<file path="src/rtl/traffic_pkg.sv">
// Shared traffic-light definitions: controller state codes and the emergency
// arbiter FSM encoding.
package traffic_pkg;

  typedef enum logic [2:0] {
    S_NS_GREEN  = 3'd0,
    S_NS_YELLOW = 3'd1,
    S_NS_RED    = 3'd2,
    S_EW_GREEN  = 3'd3,
    S_EW_YELLOW = 3'd4,
    S_EW_RED    = 3'd5,
    S_EMG_NS    = 3'd6,
    S_EMG_EW    = 3'd7
  } ctrl_state_e;

  typedef enum logic [1:0] {
    ARB_IDLE,
    ARB_GRANT,
    ARB_SERVICE,
    ARB_COOLDOWN
  } arb_state_e;

  typedef enum logic {
    DIR_NS = 1'b0,
    DIR_EW = 1'b1
  } emg_dir_e;

  // True when the controller reports the emergency state for direction dir.
  function automatic logic is_emg_ack(input logic [2:0] ctrl, input emg_dir_e dir);
    return (dir == DIR_NS) ? (ctrl == S_EMG_NS) : (ctrl == S_EMG_EW);
  endfunction

endpackage

</file>
<file path="src/rtl/emg_debounce.sv">
// Two-flop synchroniser plus debounce counter for one emergency request line;
// emits a registered one-cycle pulse on each debounced rising edge.
module emg_debounce #(
  parameter int unsigned DEBOUNCE_TICKS = 16
) (
  input  logic clk,
  input  logic rst,
  input  logic raw_i,
  output logic rise_o
);

  localparam int unsigned CW = $clog2(DEBOUNCE_TICKS + 1);

  logic          sync1_q, sync2_q;
  logic          level_q, level_d;
  logic          prev_q;
  logic          rise_q, rise_d;
  logic [CW-1:0] cnt_q, cnt_d;

  always_comb begin
    cnt_d   = '0;
    level_d = level_q;
    if (sync2_q != level_q) begin
      if (cnt_q == CW'(DEBOUNCE_TICKS - 1)) begin
        level_d = sync2_q;
      end else begin
        cnt_d = cnt_q + CW'(1);
      end
    end
    // Edge is taken from the registered level so the pulse lands one edge later.
    rise_d = level_q & ~prev_q;
  end

  always_ff @(posedge clk) begin
    if (rst) begin
      sync1_q <= 1'b0;
      sync2_q <= 1'b0;
      level_q <= 1'b0;
      prev_q  <= 1'b0;
      rise_q  <= 1'b0;
      cnt_q   <= '0;
    end else begin
      sync1_q <= raw_i;
      sync2_q <= sync1_q;
      level_q <= level_d;
      prev_q  <= level_q;
      rise_q  <= rise_d;
      cnt_q   <= cnt_d;
    end
  end

  assign rise_o = rise_q;

endmodule

</file>
<file path="src/rtl/emg_request_arbiter.sv">
// Emergency request front end: debounces NS/EW requests, latches them as
// pending and grants one direction at a time with ack, timeout and cooldown.
module emg_request_arbiter
  import traffic_pkg::*;
#(
  parameter int unsigned DEBOUNCE_TICKS = 16,
  parameter int unsigned ACK_TIMEOUT    = 1024,
  parameter int unsigned COOLDOWN_TICKS = 64
) (
  input  logic       clk,
  input  logic       rst,
  input  logic       raw_emg_ns,
  input  logic       raw_emg_ew,
  input  logic [2:0] ctrl_state,
  output logic       emg_ns,
  output logic       emg_ew,
  output logic       pend_ns,
  output logic       pend_ew,
  output logic       busy,
  output logic       timeout_pulse
);

  localparam int unsigned TMAX = (ACK_TIMEOUT > COOLDOWN_TICKS) ? ACK_TIMEOUT : COOLDOWN_TICKS;
  localparam int unsigned TW   = $clog2(TMAX + 1);

  arb_state_e    state_q, state_d;
  emg_dir_e      dir_q, dir_d;
  emg_dir_e      last_dir_q, last_dir_d;
  logic [TW-1:0] timer_q, timer_d;
  logic          pend_ns_q, pend_ns_d;
  logic          pend_ew_q, pend_ew_d;
  logic          emg_ns_q, emg_ns_d;
  logic          emg_ew_q, emg_ew_d;
  logic          timeout_q, timeout_d;
  logic          ns_rise, ew_rise;
  logic          ack;
  logic          clr_ns, clr_ew;

  emg_debounce #(.DEBOUNCE_TICKS(DEBOUNCE_TICKS)) u_db_ns (
    .clk    (clk),
    .rst    (rst),
    .raw_i  (raw_emg_ns),
    .rise_o (ns_rise)
  );

  emg_debounce #(.DEBOUNCE_TICKS(DEBOUNCE_TICKS)) u_db_ew (
    .clk    (clk),
    .rst    (rst),
    .raw_i  (raw_emg_ew),
    .rise_o (ew_rise)
  );

  always_comb begin
    state_d    = state_q;
    dir_d      = dir_q;
    last_dir_d = last_dir_q;
    timeout_d  = 1'b0;
    clr_ns     = 1'b0;
    clr_ew     = 1'b0;
    ack        = is_emg_ack(ctrl_state, dir_q);

    case (state_q)
      ARB_IDLE: begin
        if (pend_ns_q || pend_ew_q) begin
          state_d = ARB_GRANT;
          if (pend_ns_q && pend_ew_q) begin
            dir_d = (last_dir_q == DIR_NS) ? DIR_EW : DIR_NS;
          end else begin
            dir_d = pend_ns_q ? DIR_NS : DIR_EW;
          end
        end
      end
      ARB_GRANT: begin
        if (ack) begin
          state_d    = ARB_SERVICE;
          last_dir_d = dir_q;
          clr_ns     = (dir_q == DIR_NS);
          clr_ew     = (dir_q == DIR_EW);
        end else if (timer_q == TW'(ACK_TIMEOUT - 1)) begin
          state_d   = ARB_COOLDOWN;
          timeout_d = 1'b1;
        end
      end
      ARB_SERVICE: begin
        if (!ack) state_d = ARB_COOLDOWN;
      end
      ARB_COOLDOWN: begin
        if (timer_q == TW'(COOLDOWN_TICKS - 1)) state_d = ARB_IDLE;
      end
      default: state_d = ARB_IDLE;
    endcase

    // Saturating so a long SERVICE or IDLE dwell cannot wrap into a false match.
    if (state_d != state_q) begin
      timer_d = '0;
    end else if (timer_q == '1) begin
      timer_d = timer_q;
    end else begin
      timer_d = timer_q + TW'(1);
    end

    pend_ns_d = ns_rise | (pend_ns_q & ~clr_ns);
    pend_ew_d = ew_rise | (pend_ew_q & ~clr_ew);
    emg_ns_d  = (state_d == ARB_GRANT) && (dir_d == DIR_NS);
    emg_ew_d  = (state_d == ARB_GRANT) && (dir_d == DIR_EW);
  end

  always_ff @(posedge clk) begin
    if (rst) begin
      state_q    <= ARB_IDLE;
      dir_q      <= DIR_NS;
      last_dir_q <= DIR_EW;
      timer_q    <= '0;
      pend_ns_q  <= 1'b0;
      pend_ew_q  <= 1'b0;
      emg_ns_q   <= 1'b0;
      emg_ew_q   <= 1'b0;
      timeout_q  <= 1'b0;
    end else begin
      state_q    <= state_d;
      dir_q      <= dir_d;
      last_dir_q <= last_dir_d;
      timer_q    <= timer_d;
      pend_ns_q  <= pend_ns_d;
      pend_ew_q  <= pend_ew_d;
      emg_ns_q   <= emg_ns_d;
      emg_ew_q   <= emg_ew_d;
      timeout_q  <= timeout_d;
    end
  end

  assign emg_ns        = emg_ns_q;
  assign emg_ew        = emg_ew_q;
  assign pend_ns       = pend_ns_q;
  assign pend_ew       = pend_ew_q;
  assign busy          = (state_q != ARB_IDLE);
  assign timeout_pulse = timeout_q;

endmodule

</file>
<file path="config.mk">
export PLATFORM = sky130hd
export DESIGN_NAME = emg_request_arbiter
export DESIGN_NICKNAME = d
export VERILOG_FILES = /design/src/rtl/traffic_pkg.sv /design/src/rtl/emg_debounce.sv /design/src/rtl/emg_request_arbiter.sv
export SDC_FILE = /design/constraint.sdc
export NUM_CORES = 1
export LEC_CHECK = 0
export CORE_MARGIN = 4
export CORE_UTILIZATION = 40
export CTS_CLUSTER_SIZE = 14
export DETAILED_ROUTE_END_ITERATION = 6
export HOLD_SLACK_MARGIN = 0.05
export PLACE_DENSITY = 0.55
export SYNTH_ARGS = -nofsm -noshare
export SYNTH_HDL_FRONTEND = slang
export SYNTH_SLANG_ARGS = --single-unit
</file>
<file path="constraint.sdc">
create_clock -name clk -period 1.8 [get_ports clk]
set_input_delay 0.36 -clock clk [delete_from_list [all_inputs] [get_ports clk]]
set_output_delay 0.36 -clock clk [all_outputs]
set_load 0.005 [all_outputs]
</file>
==> impl_metrics.json <==
{
  "outcome": "complete, no violations",
  "synth_cell_types": 44,
  "tns_ns": 0,
  "setup_violations": 0,
  "avgViaCountPerCell": 5.163,
  "final_nets": 206,
  "dr_total_vias": 1265,
  "finalHoldViolCount": 0,
  "drc": 0,
  "dieArea_sq_mm": 0.005362,
  "max_stage_delay_ns": 0.35,
  "worstSetupEndpointType": "flop",
  "fin_skew_ns": 0.005988,
  "worst_path_max_delay_cell": "dfxtp_1",
  "grt_overflow_total": 0,
  "min_path_type": "reg2reg",
  "fmax_mhz": 589.6,
  "cts.clk_slew.worst_paths_ns": 0.08,
  "path_max_fanout": 11,
  "p_leak_nw": 0.7664,
  "grt_max_degree": 14,
  "wirelength_um": 3012,
  "htree_levels": 2,
  "io_buffers": 12,
  "drtIter0Drc": 58,
  "yosys_warnings": 0,
  "fin_crit_sh_pct": 94.23,
  "whs_ns": 0.3799,
  "path_cells": "ha_1 > and3_1 > a41o_1 > nand4b_4 > a311oi_2",
  "required_ns": 2.00,
  "fin_util_pct": 48.50,
  "register_area_sq_um": 803.3,
  "gp_congestion": 0.7988,
  "cts_tree": "yes",
  "maxSlewHeadroom_pct": 69.26,
  "multi_input_area_sq_um": 820.8,
  "drive_above_1_share_pct": 14.87,
  "crit_arrival_ns": 1.90,
  "slew_viol_final": 0,
  "crit_end": "timer_q[9]",
  "synth-compound-area-share_pct": 9.559,
  "period_minus_slack_ns": 1.696,
  "avgSynthCellArea_sq_um": 9.614,
  "gr-usage-all-layers_pct": 12.45,
  "fp.dieH_um": 73.23,
  "cts_root_buf": "clkbuf_8",
  "synthMuxAreaShare_pct": 1.765,
  "placed_area_sq_mm": 0.001869,
  "ys.flop_type": "dfxtp_1",
  "antenna_found_initial": 0,
  "yosys.area.top_type": "dfxtp_1",
  "synth_fa_ha_area_share_pct": 3.676,
  "synth.top_cell.area_share_pct": 47.06,
  "syn_nets": 189,
  "ios": 13,
  "die_w_um": 73.23,
  "synth-async-reset-ratio_pct": 0,
  "startpoint_type": "flop",
  "synth_cells": 177,
  "synthXorXnorAreaFrac_pct": 4.632,
  "r2r_start": "timer_q[0]",
  "r2r-end": "timer_q[9]",
  "fill_cells": 396,
  "worst_slew_pin_slew_ns": 0.4596,
  "cts_setup_buffers": 0,
  "r2r_setup_slack_ns": 0.10,
  "grt_setup_unrepaired": "true",
  "reg2reg_depth": 5,
  "worstSetupPathType": "reg2reg",
  "synthTopCellsByArea": "dfxtp_1, nor2_1, ha_1",
  "postRouteAntennaNets": 0,
  "cts_buffers": 5,
  "synth_area_sq_mm": 0.001702,
  "rows": 23,
  "clk_latency_ns": 0.29,
  "yosysSeqAreaShare_pct": 47.06,
  "drv_cap": 0,
  "synth_seq_cells": 40,
  "initial_core_util_pct": 41.94,
  "cts_sinks": 40,
  "crit_start": "timer_q[0]",
  "dpl.hpwl_um": 2165,
  "synth_edf_count": 0,
  "holdCritStartpoint": "u_db_ew.prev_q",
  "total_power_mw": 1.546,
  "core-area_sq_mm": 0.004058,
  "cellPowerDensity_mw_per_mm2": 785.4,
  "synth_top_family_by_area": "simple AND/OR/NAND/NOR gates",
  "design_area_sq_mm": 0.001968,
  "cts_buffer_depth": 2,
  "synthSimpleGateAreaFrac_pct": 28.24,
  "wire_per_inst_um": 12.29,
  "syn2layout_area_growth_pct": 15.66,
  "first_pass_iters": 4,
  "first_global_vias": 1233,
  "grt_pass1_wl_um": 5195,
  "diodes": 0,
  "ir_drop_mv": 0.4590
}
cells by family after synthesis:
group,Yosys count
buffers and inverters,15
flip-flops,40
XOR/XNOR,9
AO/OA/AOI/OAI,21
multiplexers,3
AND/OR/NAND/NOR,84
adder cells (fa/ha/maj),5
critical path: cells and delay by family, from the launching register on:
family          cells  cell delay [ns]
compound gates      2             0.48
simple gates        2             0.56
flops               1             0.35
fa+ha+maj           1             0.22
worst min path at each step:
stage | to | slack, ns | cells past startpoint
after floorplan | u_db_ew.rise_o | 0.37 | 1
after global placement | u_db_ns.rise_o | 0.37 | 1
after detailed placement | u_db_ns.rise_o | 0.38 | 1
after CTS | u_db_ew.rise_o | 0.39 | 1
after global routing | u_db_ew.rise_o | 0.39 | 1
final | u_db_ew.rise_o | 0.38 | 1
per-layer routing:
layer  vias to the layer above  GRT usage [%]  share of wire (%)
li1                        650              -                  -
met1                       592          14.12                 46
met2                        18          20.75                 48
met3                         5          4.683                4.4
met4                         0          5.328                1.2
met5                         -              0                  0
synthesized netlist by cell type (2+ instances only):
| library cell | instances |
|---|---|
| a211oi_2 | 2 |
| a21oi_1 | 5 |
| a31oi_1 | 4 |
| and2_2 | 2 |
| and3_1 | 6 |
| and3b_1 | 2 |
| and4_1 | 2 |
| buf_2 | 2 |
| buf_6 | 3 |
| dfxtp_1 | 40 |
| ha_1 | 5 |
| inv_1 | 7 |
| mux2i_1 | 3 |
| nand2_1 | 8 |
| nand3_1 | 8 |
| nand4_1 | 4 |
| nor2_1 | 25 |
| nor2b_1 | 10 |
| nor3_1 | 4 |
| nor3b_1 | 2 |
| o21ai_0 | 2 |
| or3_1 | 2 |
| xnor2_1 | 7 |
| xor2_1 | 2 |
timing repair:
action                                  4_1_cts  5_1_grt
hold buffers                                  0        0
cloned                                        0        0
endpoints found under the setup margin        1        2
gates resized for setup                       2        2
state kept, by name (all words and copies together), names as in the netlist:
signal and cells:
u_db_ns.cnt_q 5, pend_ns 1, u_db_ew.sync1_q 1, u_db_ew.rise_o 1, timeout_pulse 1, u_db_ns.rise_o 1
u_db_ew.prev_q 1, timer_q 11, pend_ew 1, u_db_ns.sync1_q 1, u_db_ns.prev_q 1, u_db_ew.level_q 1
u_db_ns.sync2_q 1, u_db_ew.sync2_q 1, emg_ns 1, u_db_ew.cnt_q 5, u_db_ns.level_q 1, state_q 2
last_dir_q 1, emg_ew 1, dir_q 1
final cells by class:
type,instances,share of cell area [%]
tap,50,3.179
timing repair buffer,18,8.519
multi-input combinational,122,41.70
clock inverter,3,0.9536
inverter,7,1.335
sequential,40,40.81
clock buffer,5,3.496
through the flow:
stage               cells  worst slack (ns)
finish                245            0.1038
global route          245         -0.003754
CTS                   245          0.006709
detailed placement    237           -0.1408
global placement      237           -0.1029
floorplan             177            0.1468
cell usage in the layout, fill, tap and decap left out, drive strengths merged, types with 2 or more instances in the layout:
cell	n
nor2b	10
inv	7
or3	2
and3b	2
a211oi	2
dfxtp	40
mux2i	3
o21ai	2
and4	2
xor2	2
and3	7
clkinv	3
nand4	5
and2	3
clkbuf	5
nor3	5
nor3b	3
clkdlybuf4s50	11
xnor2	7
nand2	8
a31oi	4
buf	6
nand3	8
a311oi	2
ha	5
nor2	25
a21oi	5
report_power, final:
part	total [mW]	switching (mW)	internal [mW]
Combinational	0.0612	0.0288	0.0324
Sequential	0.905	0.00983	0.896
Clock	0.579	0.309	0.270
Total	1.55	0.348	1.20
Note: power is estimated with default switching activity, not from simulation.
